--- config.mk ---
export PLATFORM = sky130hd
export DESIGN_NAME = pwrbtn_press_detect
export DESIGN_NICKNAME = d
export VERILOG_FILES = /design/src/rtl/pwrbtn_pkg.sv /design/src/rtl/tick_pulse_stretch.sv /design/src/rtl/pwrbtn_press_detect.sv
export SDC_FILE = /design/constraint.sdc
export NUM_CORES = 1
export LEC_CHECK = 0
export CAP_MARGIN = 20
export CORE_UTILIZATION = 50
export CTS_CLUSTER_DIAMETER = 60
export CTS_CLUSTER_SIZE = 40
export DETAILED_ROUTE_END_ITERATION = 8
export MAX_ROUTING_LAYER = met4
export PLACE_DENSITY = 0.69
export REMOVE_ABC_BUFFERS = 1
export SYNTH_ARGS = -nofsm -noshare
export SYNTH_HDL_FRONTEND = slang
export SYNTH_SLANG_ARGS = --single-unit
--- constraint.sdc ---
create_clock -name i_clk -period 4.75 [get_ports i_clk]
set_input_delay 0.7125 -clock i_clk [delete_from_list [all_inputs] [get_ports i_clk]]
set_output_delay 0.7125 -clock i_clk [all_outputs]
set_load 0.02 [all_outputs]
--- src/rtl/pwrbtn_pkg.sv ---
// Shared constants for the front-panel power-button path: FSM encoding and
// the default millisecond timings used by the detector, BMC mux and sequencer.
package pwrbtn_pkg;

    typedef enum logic [1:0] {
        IDLE     = 2'd0,
        PRESS    = 2'd1,
        WAIT_REL = 2'd2
    } state_e;

    localparam int DEF_SHORT_MIN_MS = 50;
    localparam int DEF_LONG_MS      = 4000;
    localparam int DEF_PULSE_MS     = 200;

endpackage

--- src/rtl/tick_pulse_stretch.sv ---
// Turns a one-clock trigger into an active-low level lasting PULSE_TICKS
// strobes. A trigger arriving while the level is already low is ignored.
module tick_pulse_stretch #(
    parameter int PULSE_TICKS = 200
) (
    input  logic i_clk,
    input  logic i_rst_n,
    input  logic i_tick,
    input  logic i_trig,
    output logic o_pulse_n
);

    localparam int CW = $clog2(PULSE_TICKS + 1);
    localparam logic [CW-1:0] LAST = CW'(PULSE_TICKS - 1);
    localparam logic [CW-1:0] ONE  = CW'(1);

    logic          active_q, active_d;
    logic [CW-1:0] cnt_q, cnt_d;

    always_comb begin
        active_d = active_q;
        cnt_d    = cnt_q;
        if (active_q) begin
            if (i_tick) begin
                if (cnt_q == LAST) begin
                    active_d = 1'b0;
                    cnt_d    = '0;
                end else begin
                    cnt_d = cnt_q + ONE;
                end
            end
        end else if (i_trig) begin
            active_d = 1'b1;
            cnt_d    = '0;
        end
    end

    always_ff @(posedge i_clk or negedge i_rst_n) begin
        if (!i_rst_n) begin
            active_q <= 1'b0;
            cnt_q    <= '0;
        end else begin
            active_q <= active_d;
            cnt_q    <= cnt_d;
        end
    end

    assign o_pulse_n = ~active_q;

endmodule

--- src/rtl/pwrbtn_press_detect.sv ---
// Classifies a filtered, active-low power-button level into short presses
// (stretched into a PCH power-button pulse) and long force-off holds.
module pwrbtn_press_detect
    import pwrbtn_pkg::*;
#(
    parameter int SHORT_MIN_MS = DEF_SHORT_MIN_MS,
    parameter int LONG_MS      = DEF_LONG_MS,
    parameter int PULSE_MS     = DEF_PULSE_MS
) (
    input  logic       i_clk,
    input  logic       i_rst_n,
    input  logic       i_tick,
    input  logic       i_btn_n,
    input  logic       i_mask,
    output logic       o_short_press,
    output logic       o_long_press,
    output logic       o_btn_active,
    output logic       o_pch_pwrbtn_n,
    output logic [1:0] o_dbg_state
);

    localparam int CW = $clog2(LONG_MS + 1);
    localparam logic [CW-1:0] SHORT_MIN = CW'(SHORT_MIN_MS);
    localparam logic [CW-1:0] LONG_LAST = CW'(LONG_MS - 1);
    localparam logic [CW-1:0] LONG_MAX  = CW'(LONG_MS);
    localparam logic [CW-1:0] ONE       = CW'(1);

    state_e        state_q, state_d;
    logic [CW-1:0] cnt_q, cnt_d;
    logic          btn_prev_q;
    logic          armed_q;
    logic          short_q, short_d;
    logic          long_q, long_d;
    logic          active_q;
    logic          fall;

    // The first clock after reset only captures the level, so a button held
    // low through reset never looks like a fresh press.
    assign fall = armed_q & btn_prev_q & ~i_btn_n;

    always_comb begin
        state_d = state_q;
        cnt_d   = cnt_q;
        short_d = 1'b0;
        long_d  = 1'b0;
        case (state_q)
            IDLE: begin
                if (fall && !i_mask) begin
                    state_d = PRESS;
                    cnt_d   = '0;
                end
            end
            PRESS: begin
                if (i_mask) begin
                    state_d = i_btn_n ? IDLE : WAIT_REL;
                end else if (i_btn_n) begin
                    state_d = IDLE;
                    short_d = (cnt_q >= SHORT_MIN);
                end else if (i_tick) begin
                    if (cnt_q == LONG_LAST) begin
                        long_d  = 1'b1;
                        state_d = WAIT_REL;
                    end
                    if (cnt_q != LONG_MAX) begin
                        cnt_d = cnt_q + ONE;
                    end
                end
            end
            WAIT_REL: begin
                if (i_btn_n) begin
                    state_d = IDLE;
                end
            end
            default: begin
                state_d = IDLE;
            end
        endcase
    end

    always_ff @(posedge i_clk or negedge i_rst_n) begin
        if (!i_rst_n) begin
            state_q    <= IDLE;
            cnt_q      <= '0;
            btn_prev_q <= 1'b1;
            armed_q    <= 1'b0;
            short_q    <= 1'b0;
            long_q     <= 1'b0;
            active_q   <= 1'b0;
        end else begin
            state_q    <= state_d;
            cnt_q      <= cnt_d;
            btn_prev_q <= i_btn_n;
            armed_q    <= 1'b1;
            short_q    <= short_d;
            long_q     <= long_d;
            active_q   <= (state_d != IDLE);
        end
    end

    // Triggered from the next-state short decision so the PCH line drops on
    // the same clock that o_short_press rises.
    tick_pulse_stretch #(
        .PULSE_TICKS(PULSE_MS)
    ) u_pch_stretch (
        .i_clk    (i_clk),
        .i_rst_n  (i_rst_n),
        .i_tick   (i_tick),
        .i_trig   (short_d),
        .o_pulse_n(o_pch_pwrbtn_n)
    );

    assign o_short_press = short_q;
    assign o_long_press  = long_q;
    assign o_btn_active  = active_q;
    assign o_dbg_state   = state_q;

endmodule

== Word level (Yosys, flattened, before mapping) ==
Cells that the tools add are included.
Cells by class
  muxes and demuxes: 30
  order comparisons: 1
  equal/unequal tests: 11
  reduce and logical (&&, ||, !) cells: 8
  add/sub/neg operators: 2
  bitwise gates (word level): 4
Operator list (count)
  $mux W12: 5
  $mux W8: 4
  $pmux W12 S2: 1
  $mux W2: 7
  $add A12 B1 Y12 const B: 1
  $eq A12 B12 Y1 const B: 1
  $ge A12 B6 Y1 const B: 1
  $mux W1: 12
  $ne A12 B12 Y1 const B: 1
  $ne A2 B2 Y1 const B: 6
  $add A8 B1 Y8 const B: 1
  $eq A8 B8 Y1 const B: 1
  $pmux W2 S3: 1
  $reduce_and A6 Y1: 1
  $reduce_bool A2 Y1: 3
  $and A1 B1 Y1: 2
  $eq A2 B1 Y1 const B: 1
  $eq A2 B2 Y1 const B: 1
  $logic_not A2 Y1: 1
  $not A1 Y1: 2
  $reduce_and A2 Y1: 1
  $logic_and A1 B1 Y1: 1
  $logic_not A1 Y1: 1
Word-level totals
  input bits: 5
  register bits after elaboration: 28
  output and inout bits: 6
  logic and storage cells: 65

== Longest topological paths before layout ==
Gate-level depths: netlist of the first run.
  depth after elaboration: 7
  depth in mapped cells: 6

== Hierarchy ==
A second synthesis of the first run with hierarchy kept.
Unflattened totals
  cells, all modules: 155
  area, all modules: 1514.0 um^2
Modules (own cells, without submodules)
  pwrbtn_press_detect: sequential area each 476.7 um^2, area an instance 1011.0 um^2, cells each 98, instances 1
  tick_pulse_stretch: sequential area each 225.2 um^2, area an instance 503.0 um^2, cells each 57, instances 1

== Worst setup path after synthesis of the first run ==
Ideal clock, no wire load.
  path kind: input to register
  from: input port i_btn_n
  to: register cnt_q[2]
  setup slack: 2.903 ns
  arrival time: 1.727 ns
  stages on the path: 4
  cells stage by stage: nor3_2 > o21ai_1 > o311a_2 > a31o_2
Between the ends
  longest elaborated chain between the ends: 5
  elaborated cells on any way between the ends: 6
Ends and longest elaborated chain
  start: declaration: line pwrbtn_press_detect.sv:13  | input logic i_btn_n,
  $not A1 Y1: line pwrbtn_press_detect.sv:39  | assign fall = armed_q & btn_prev_q & ~i_btn_n;
  $and A1 B1 Y1: line pwrbtn_press_detect.sv:39
  $logic_and A1 B1 Y1: line pwrbtn_press_detect.sv:48  | if (fall && !i_mask) begin
  $ne A2 B2 Y1 (no line)
  $reduce_and A6 Y1 (no line) (*)
  end signal: assignment: line pwrbtn_press_detect.sv:91  | cnt_q <= cnt_d;
  end: declaration: line pwrbtn_press_detect.sv:29  | logic [CW-1:0] cnt_q, cnt_d;
Every way passes the cells marked *; elsewhere a longest branch is shown, timed or not.
A chain may end at the register's enable or synchronous reset.

== Final worst setup path of the first run ==
  from: input port i_btn_n
  to: register u_pch_stretch.cnt_q[0]
Between the ends
  longest elaborated chain between the ends: 5
Ends and longest elaborated chain
  $mux W1: line pwrbtn_press_detect.sv:56  | end else if (i_btn_n) begin
  $mux W1: line pwrbtn_press_detect.sv:54  | if (i_mask) begin
  $mux W1: line pwrbtn_press_detect.sv:46  | case (state_q)
  $reduce_bool A2 Y1 (no line)
  $reduce_and A2 Y1 (no line)
  end signal: assignment: line tick_pulse_stretch.sv:44  | cnt_q <= cnt_d;
  end: declaration: line tick_pulse_stretch.sv:18  | logic [CW-1:0] cnt_q, cnt_d;
Every way passes these cells.

==> impl_metrics.tcl, run 1 <==
set metrics [dict create \
    outcome "completed" \
    root_buffer "clkbuf_4" \
    ys_seq_area_share_pct 43.93 \
    wl_met1_mm 1.599 \
    drv_slew 0 \
    p_seq_share_pct 55.2 \
    post-route-min-period_ns 2.244 \
    criticalPathCategory "in2reg" \
    port_buffers 10 \
    routedWlPerCell_um 14.60 \
    clock_path_buffers 2 \
    pre_cts_ws_ns 2.148 \
    synth_flop_cell "dfrtp_1" \
    dp_hpwl_mm 2.329 \
    drt_wl_total_mm 3.153 \
    drcViolationCount 0 \
    cts_setup_buffers 0 \
    start_util_pct 52.34 \
    worst_slew_pin_slew_ns 0.7841 \
    ant_nets 0 \
    cts_made_buffers 3 \
    fmax_ghz 0.4456 \
    hold_depth 1 \
    wl_met3_um 80 \
    synth.top_cell.area_share_pct 42.29 \
    layout_setup_ws_ns 2.506 \
    grt_pass1_wl_mm 5.299 \
    cp.required_ns 5.00 \
    p_leak_nw 0.7448 \
    track_usage_pct 21.25 \
    critPathCaptureType "flop" \
    die_y_um 58.53 \
    grt_antenna_before_repair 0 \
    drt_iter0_markers 61 \
    num_io_pins 11 \
    slew_headroom_pct 47.04 \
    synth_cells 158 \
    rsz0062_at_grt "false" \
    wl_met2_mm 1.433 \
    nNetsFinal 182 \
    core_area_sq_um 3053 \
    reg2reg_from "cnt_q[0]$_DFFE_PN0P_" \
    die_x_um 58.53 \
    min_from "u_pch_stretch.cnt_q[2]$_DFFE_PN0P_" \
    avgViaCountPerCell 5.704 \
    power_density_nw_per_um2 252.3 \
    r2r_cells 6 \
    arrival_ns 2.49 \
    h-tree-depth 1 \
    diodes 0 \
    synth_enable_flop_cells 0 \
    rr_endpoint "u_pch_stretch.cnt_q[0]$_DFFE_PN0P_" \
    syn2layout_area_growth_pct 13.23 \
    vias 1232 \
    cts_tree "done" \
    dr.pass1.iters 4 \
    hold_buffers 0 \
    timing.final.crit_share_pct 47.24 \
    peakVddDrop_uv 135.5 \
    syn_avg_cell_area_sq_um 10.11 \
    sw_frac_of_total_pct 23.43 \
    p_comb_share_pct 9.9 \
    fillers 302 \
    synth_seq_cells 28 \
    worst_setup_path_start_kind "primary input" \
    min_path_type "reg2reg" \
    finalSetupViolations 0 \
    skew_ns 0.01215 \
    clkPwrFrac_pct 34.9 \
    p_int_mw 0.3496 \
    globalplace.congestion 0.8268 \
    routed.top_layer "met4" \
    cap_violations 0 \
    synthArstFlopShare_pct 100.0 \
    setup_tns_ns 0 \
    p_switching_mw 0.1070 \
    clk_latency_ns 0.34 \
    grt_max_degree 29 \
    synth_area_leaders "dfrtp_1 42%, mux2i_1 6.9%, nand2_1 4.7%, ha_1 3.1%, nand2b_1 2.7%" \
    yosys.area.top_type "dfrtp_1" \
    clock-sinks 28 \
    critical_path.max_fanout 6 \
    grt-ovfl-total 0 \
    synthDistinctLibCells 50 \
    cts.clk_slew.worst_paths_ns 0.16 \
    grt_pass1_vias 1128 \
    die_area_sq_um 3426 \
    rows 20 \
    rrSetupSlack_ns 2.76 \
    drive_above_1_share_pct 11.05 \
    min_to "u_pch_stretch.cnt_q[2]$_DFFE_PN0P_" \
    hold_violations 0 \
    syn_area_sq_um 1598 \
    yosysWarnings 0 \
    cts_resized 0 \
]
-- power groups by stage --
stage          logic [mW]  clock network, mW  registers (mW)
4_1_cts            0.0457              0.163           0.252
5_1_grt            0.0499              0.172           0.253
2_1_floorplan      0.0260                  0           0.256
6_report           0.0451              0.159           0.252
3_5_place_dp       0.0456                  0           0.257
3_3_place_gp       0.0443                  0           0.256
-- per-layer routing --
| layer | global-route usage [%] | vias to the layer above |
|---|---|---|
| met5 | - | - |
| met4 | 7.823 | 0 |
| met3 | 2.198 | 5 |
| met2 | 32.35 | 19 |
| met1 | 29.52 | 595 |
| li1 | - | 613 |
-- metrics by stage --
step / hold slack, ns / area [sq um] / power (mW) / cells / utilization, %
2_1_floorplan: 0.4169 / 1594 / 0.2821 / 157 / -
3_3_place_gp: 0.5122 / 1757 / 0.3005 / 212 / 57.54
3_5_place_dp: 0.5146 / 1757 / 0.3022 / 212 / 57.54
4_1_cts: 0.5384 / 1809 / 0.4609 / 216 / 59.26
5_1_grt: 0.5684 / 1809 / 0.4750 / 216 / 59.26
6_report: 0.5431 / 1809 / 0.4565 / 216 / 59.26
-- cell families after synthesis --
logic type               after synthesis  share of synthesized area [%]
AO/OA/AOI/OAI                         28                          14.49
XOR/XNOR                               1                         0.5483
adder cells (fa/ha/maj)                4                          3.132
buffers and inverters                  8                          1.879
flip-flops                            28                          43.93
multiplexers                          12                          7.596
other                                  1                         0.2347
AND/OR/NAND/NOR                       76                          28.19
-- sequential cells by signal (all words and copies together), names as in the netlist --
register                count
u_pch_stretch.active_q      1
o_btn_active                1
o_dbg_state                 2
btn_prev_q                  1
cnt_q                      12
armed_q                     1
o_short_press               1
o_long_press                1
u_pch_stretch.cnt_q         8
-- Yosys cell counts (3+ instances only) --
library cell	n
nand3_1	7
and2_1	3
nor4_1	4
nor3_1	5
or2_2	3
nor2_1	3
or4_1	3
ha_1	4
dfrtp_1	27
a22o_1	4
nand2b_1	7
o21ai_0	4
nand2_1	20
inv_1	7
mux2i_1	11
-- worst max-delay path by stage --
stage	startpoint	endpoint	slack (ns)
after CTS	u_pch_stretch.active_q$_DFF_PN0_	o_pch_pwrbtn_n	2.50
after detailed placement	i_btn_n	cnt_q[2]$_DFFE_PN0P_	2.15
after floorplan	i_btn_n	cnt_q[2]$_DFFE_PN0P_	2.90
after global placement	i_btn_n	cnt_q[7]$_DFFE_PN0P_	2.23
final	i_btn_n	u_pch_stretch.cnt_q[0]$_DFFE_PN0P_	2.51
after global routing	i_btn_n	cnt_q[8]$_DFFE_PN0P_	2.36
-- placed cells by master, fill, tap and decap left out, types with 2 or more instances in the layout --
| master | count |
|---|---|
| nor2_1 | 3 |
| ha_1 | 4 |
| inv_1 | 7 |
| nor4b_1 | 2 |
| dfrtp_1 | 27 |
| or2_2 | 3 |
| a21oi_1 | 2 |
| o21ai_1 | 2 |
| and3_1 | 2 |
| nand2b_1 | 7 |
| or4_1 | 3 |
| a22o_1 | 4 |
| nand3_1 | 7 |
| mux2i_1 | 11 |
| nand3b_1 | 2 |
| nand2_1 | 20 |
| nor3_1 | 5 |
| o21ai_0 | 4 |
| nor2b_1 | 2 |
| nand4b_1 | 2 |
| a211o_1 | 2 |
| a21boi_0 | 2 |
| and2_1 | 3 |
| nor4_1 | 4 |
| clkdlybuf4s50_1 | 10 |
| clkbuf_4 | 3 |
| a211oi_1 | 2 |
| or3_1 | 2 |
-- critical path, cell delays in order --
cell	delay, ns
clkdlybuf4s50_1	0.57
nor4bb_1	0.37
mux2i_1	0.26
or2_1	0.29
mux2_2	0.28
-- area by class of cell --
class                           count  area, sq um  area share, %
Sequential cell                    28        701.9          38.80
Timing Repair Buffer               11        107.6          5.947
Clock inverter                      1        30.03          1.660
Tap cell                           44        55.05          3.043
Multi-Input combinational cell    122        865.8          47.86
Inverter                            7        26.28          1.452
Clock buffer                        3        22.52          1.245
No activity file was read; power rests on OpenSTA's default activity.
==> run 2, diff against run 1 <==
==> constraint.sdc (replaced) <==
create_clock -name i_clk -period 2.1 [get_ports i_clk]
set_input_delay 0.315 -clock i_clk [delete_from_list [all_inputs] [get_ports i_clk]]
set_output_delay 0.315 -clock i_clk [all_outputs]
set_load 0.02 [all_outputs]
==> impl_metrics.tcl, run 2 (synthesis gave the netlist of run 1 again) <==
set metrics [dict create \
    worst_path_largest_cell_delay_ns 0.46 \
    drive_above_1_share_pct 13.97 \
    drv_slew 0 \
    clk_latency_ns 0.33 \
    nNetsFinal 189 \
    drt_iter0_markers 52 \
    crit_family "simple AND/OR/NAND/NOR gates" \
    grt_antenna_before_repair 0 \
    clock-sinks 28 \
    drcViolationCount 0 \
    die_x_um 58.53 \
    worst_setup_path_start_kind "flop" \
    track_usage_pct 21.45 \
    start_util_pct 52.34 \
    grt_pass1_vias 1211 \
    cts.clk_slew.worst_paths_ns 0.15 \
    skew_ns 0.003052 \
    hold_ws_ns 0.3428 \
    setup_tns_ns 0 \
    arrival_ns 2.30 \
    finalSetupViolations 0 \
    max_flop_register "cnt_q" \
    ant_nets 0 \
    dr.pass1.iters 5 \
    root_buffer "clkbuf_4" \
    fmax_ghz 0.4956 \
    clock_path_buffers 2 \
    worst_slew_pin_slew_ns 0.5051 \
    diodes 0 \
    hold_buffers 0 \
    globalplace.congestion 0.8795 \
    worst-path-buf-inv 1 \
    cts_made_buffers 3 \
    power_density_nw_per_um2 495.0 \
    timing.final.crit_share_pct 96.08 \
    routedWlPerCell_um 14.33 \
    cts_resized 0 \
    r2r_cells 6 \
    cts_tree "done" \
    core_area_sq_um 3053 \
    h-tree-depth 1 \
    largest_reg_flops 12 \
    min_path_type "in2async" \
    final_cell_mix "27 x dfrtp_1, 20 x nand2_1, 11 x mux2i_1" \
    cts_setup_buffers 0 \
    final_common_cell "dfrtp_1" \
    path_cells "inv_1 > ha_1 > or4_4 > a211oi_2 > or2_1 > mux2_2" \
    die_area_sq_um 3426 \
    critPathCaptureType "flop" \
    cp.depth 6 \
    hold_violations 0 \
    num_io_pins 11 \
    grt-ovfl-total 0 \
    vias 1269 \
    slowest_stage "or4_4" \
    critical_path.max_fanout 5 \
    syn2layout_area_growth_pct 14.88 \
    cp.required_ns 2.38 \
    cap_violations 0 \
    grt_pass1_wl_mm 5.409 \
    rsz0062_at_grt "false" \
    outcome "completed" \
    drt_wl_total_mm 3.196 \
    grt_max_degree 29 \
    criticalPathCategory "reg2reg" \
    port_buffers 10 \
    peakVddDrop_uv 237.7 \
    post-route-min-period_ns 2.018 \
    rows 20 \
    p_leak_nw 0.7662 \
    dp_hpwl_mm 2.430 \
    slew_headroom_pct 66.10 \
    avgViaCountPerCell 5.691 \
    die_y_um 58.53 \
]
==> run 2: where the power goes <==
group	internal, mW	switching (mW)
Sequential	0.554	0.0163
Clock	0.0746	0.159
Combinational	0.0460	0.0590
Total	0.675	0.234
==> run 2: worst paths after layout <==
kind / startpoint / to / slack, ns
max in group asynchronous: i_rst_n / btn_prev_q$_DFF_PN1_ / 1.46
worst max-delay path: cnt_q[0]$_DFFE_PN0P_ / u_pch_stretch.cnt_q[0]$_DFFE_PN0P_ / 0.08
worst max register to register: cnt_q[0]$_DFFE_PN0P_ / u_pch_stretch.cnt_q[0]$_DFFE_PN0P_ / 0.08
min in group i_clk: u_pch_stretch.cnt_q[2]$_DFFE_PN0P_ / u_pch_stretch.cnt_q[2]$_DFFE_PN0P_ / 0.54
worst min register to register: u_pch_stretch.cnt_q[2]$_DFFE_PN0P_ / u_pch_stretch.cnt_q[2]$_DFFE_PN0P_ / 0.54
worst min-delay path: i_rst_n / u_pch_stretch.cnt_q[4]$_DFFE_PN0P_ / 0.34
==> run 2: per-layer routing <==
layer  GRT usage [%]  wire, um  part of all wire, %  up-vias
met2           36.12      1578                   49       25
li1                -         -                    -      630
met4           8.844        51                  1.6        0
met5               -         0                    0        -
met3           1.978        77                  2.4        5
met1           26.60      1488                   47      609
==> run 2: per-stage QoR <==
stage / setup WS (ns) / cell area, sq um / util, % / total power, mW / std cells
2_1_floorplan: 0.2952 / 1594 / - / 0.6381 / 157
3_3_place_gp: 0.001722 / 1809 / 59.26 / 0.6825 / 219
3_5_place_dp: -0.02966 / 1809 / 59.26 / 0.6868 / 219
4_1_cts: 0.07669 / 1836 / 60.12 / 0.9171 / 223
5_1_grt: 0.03487 / 1836 / 60.12 / 0.9515 / 223
6_report: 0.08228 / 1836 / 60.12 / 0.9085 / 223
==> run 2: cell type report <==
class / instances / area, sq um
clock buffer: 4 / 26.28
sequential: 28 / 701.9
tap: 44 / 55.05
multi-input combinational: 122 / 865.8
fill: 286 / 1217
inverter: 7 / 26.28
timing repair buffer: 18 / 160.2
==> run 3, diff against run 2 <==
--- a/config.mk
+++ b/config.mk
@@ -6,12 +6,11 @@
 export NUM_CORES = 1
 export LEC_CHECK = 0
 export CAP_MARGIN = 20
-export CORE_UTILIZATION = 50
+export CORE_UTILIZATION = 25
 export CTS_CLUSTER_DIAMETER = 60
 export CTS_CLUSTER_SIZE = 40
 export DETAILED_ROUTE_END_ITERATION = 8
 export MAX_ROUTING_LAYER = met4
-export PLACE_DENSITY = 0.69
 export REMOVE_ABC_BUFFERS = 1
 export SYNTH_ARGS = -nofsm -noshare
 export SYNTH_HDL_FRONTEND = slang
==> impl_metrics.tcl, run 3 (synthesis gave the netlist of run 1 again) <==
set metrics [dict create \
    outcome "completed" \
    clk_latency_ns 0.28 \
    final_common_cell "dfrtp_1" \
    placed_area_sq_um 1848 \
    fillers 638 \
    critical_path.max_fanout 4 \
    cts_tree "done" \
    finalSetupViolations 0 \
    drt_wl_total_mm 3.331 \
    max_flop_register "cnt_q" \
    core_area_sq_um 6026 \
    cp.required_ns 2.27 \
    die_area_sq_um 6715 \
    final_util_pct 31.98 \
    avgViaCountPerCell 4.925 \
    drv_slew 0 \
    track_usage_pct 11.67 \
    post-route-min-period_ns 1.955 \
    cap_violations 0 \
    worst-path-buf-inv 1 \
    grt_pass1_wl_mm 5.844 \
    nNetsFinal 189 \
    root_buffer "clkbuf_8" \
    hold_ws_ns 0.4253 \
    slowest_stage "or4_4" \
    sw_frac_of_total_pct 23.04 \
    clock_path_buffers 2 \
    globalplace.congestion 0.8248 \
    regArea_sq_um 701.9 \
    drive_above_1_share_pct 14.53 \
    dp_hpwl_mm 2.471 \
    worst_path_largest_cell_delay_ns 0.47 \
    diodes 0 \
    fmax_ghz 0.5114 \
    ant_nets 0 \
    path_cells "inv_1 > ha_1 > or4_4 > a2111oi_4 > nor2_2 > o22a_1" \
    criticalPathCategory "reg2reg" \
    drt_iter0_markers 30 \
    cts.clk_slew.worst_paths_ns 0.10 \
    min_path_type "in2async" \
    cts_made_buffers 3 \
    routedWlPerCell_um 13.11 \
    rsz0062_at_grt "false" \
    critPathCaptureType "flop" \
    cts_resized 0 \
    skew_ns 0.004071 \
    multiInputGateArea_sq_um 873.3 \
    p_leak_nw 0.7904 \
    fin_area_sq_um 1927 \
    die_y_um 81.95 \
    start_util_pct 26.52 \
    p_int_mw 0.8574 \
    power_mw 1.114 \
    clkPwrFrac_pct 38.8 \
    final_cell_mix "27 x dfrtp_1, 20 x nand2_1, 11 x mux2i_1" \
    rows 28 \
    dr.pass1.iters 4 \
    h-tree-depth 1 \
    cts_setup_buffers 0 \
    clock-sinks 28 \
    hold_buffers 0 \
    largest_reg_flops 12 \
    hold_violations 0 \
    peakVddDrop_uv 311.5 \
    drcViolationCount 0 \
    grt_antenna_before_repair 0 \
    num_io_pins 11 \
    p_comb_share_pct 10.1 \
    grt_pass1_vias 1231 \
    die_x_um 81.95 \
    vias 1251 \
    port_buffers 10 \
    worst_setup_path_start_kind "flop" \
    arrival_ns 2.13 \
    worst_slew_pin_slew_ns 0.5439 \
    syn2layout_area_growth_pct 20.60 \
    grt_max_degree 29 \
    power_density_nw_per_um2 578.2 \
    p_seq_share_pct 51.1 \
    crit_family "compound AO/OA/AOI/OAI gates" \
    timing.final.crit_share_pct 93.11 \
    slew_headroom_pct 63.47 \
    p_switching_mw 0.2567 \
    grt-ovfl-total 0 \
]
run 3: area by class of cell:
class	count	area share, %
tap	75	4.870
clock inverter	1	1.558
multi-input combinational	122	45.32
sequential	28	36.43
timing repair buffer	18	8.312
inverter	7	1.364
clock buffer	3	2.143
run 3: worst register-to-register path, delay by kind of cell (launching register included):
kind,cells,cell delay [ns]
buf+inv,1,0.10
simple gates,2,0.56
compound gates,2,0.60
flops,1,0.38
fa+ha+maj,1,0.21
run 3: path summary, 6_finish.rpt:
| check | from | end | slack (ns) | cells after the start |
|---|---|---|---|---|
| setup reg to reg | cnt_q[0]$_DFFE_PN0P_ | u_pch_stretch.active_q$_DFF_PN0_ | 0.14 | 6 |
| hold reg to reg | u_pch_stretch.cnt_q[4]$_DFFE_PN0P_ | u_pch_stretch.cnt_q[4]$_DFFE_PN0P_ | 0.53 | 1 |
| max in group asynchronous | i_rst_n | btn_prev_q$_DFF_PN1_ | 1.36 | 2 |
| setup / recovery | cnt_q[0]$_DFFE_PN0P_ | u_pch_stretch.active_q$_DFF_PN0_ | 0.14 | 6 |
| min in group i_clk | u_pch_stretch.cnt_q[4]$_DFFE_PN0P_ | u_pch_stretch.cnt_q[4]$_DFFE_PN0P_ | 0.53 | 1 |
| hold / removal | i_rst_n | cnt_q[4]$_DFFE_PN0P_ | 0.43 | 2 |
run 3: stage by stage:
step | setup TNS, ns | setup slack, ns | cells
2_1_floorplan | 0 | 0.2952 | 157
3_3_place_gp | -0.01026 | -0.01026 | 250
3_5_place_dp | -0.02288 | -0.01717 | 250
4_1_cts | 0 | 0.06994 | 254
5_1_grt | 0 | 0.04893 | 254
6_report | 0 | 0.1447 | 254
run 3: routing by layer:
metal	vias up	wire length [um]	global-route usage, %
met5	-	0	-
met4	0	38	2.982
met3	4	55	1.333
met2	13	1516	17.85
met1	605	1720	16.30
li1	629	-	-
run 3: power groups by stage:
stage | clock, mW | sequential [mW] | combinational [mW]
floorplan | 0 | 0.579 | 0.0588
global placement | 0 | 0.580 | 0.112
detailed placement | 0 | 0.580 | 0.112
CTS | 0.435 | 0.569 | 0.112
global route | 0.467 | 0.572 | 0.127
finish | 0.432 | 0.569 | 0.113
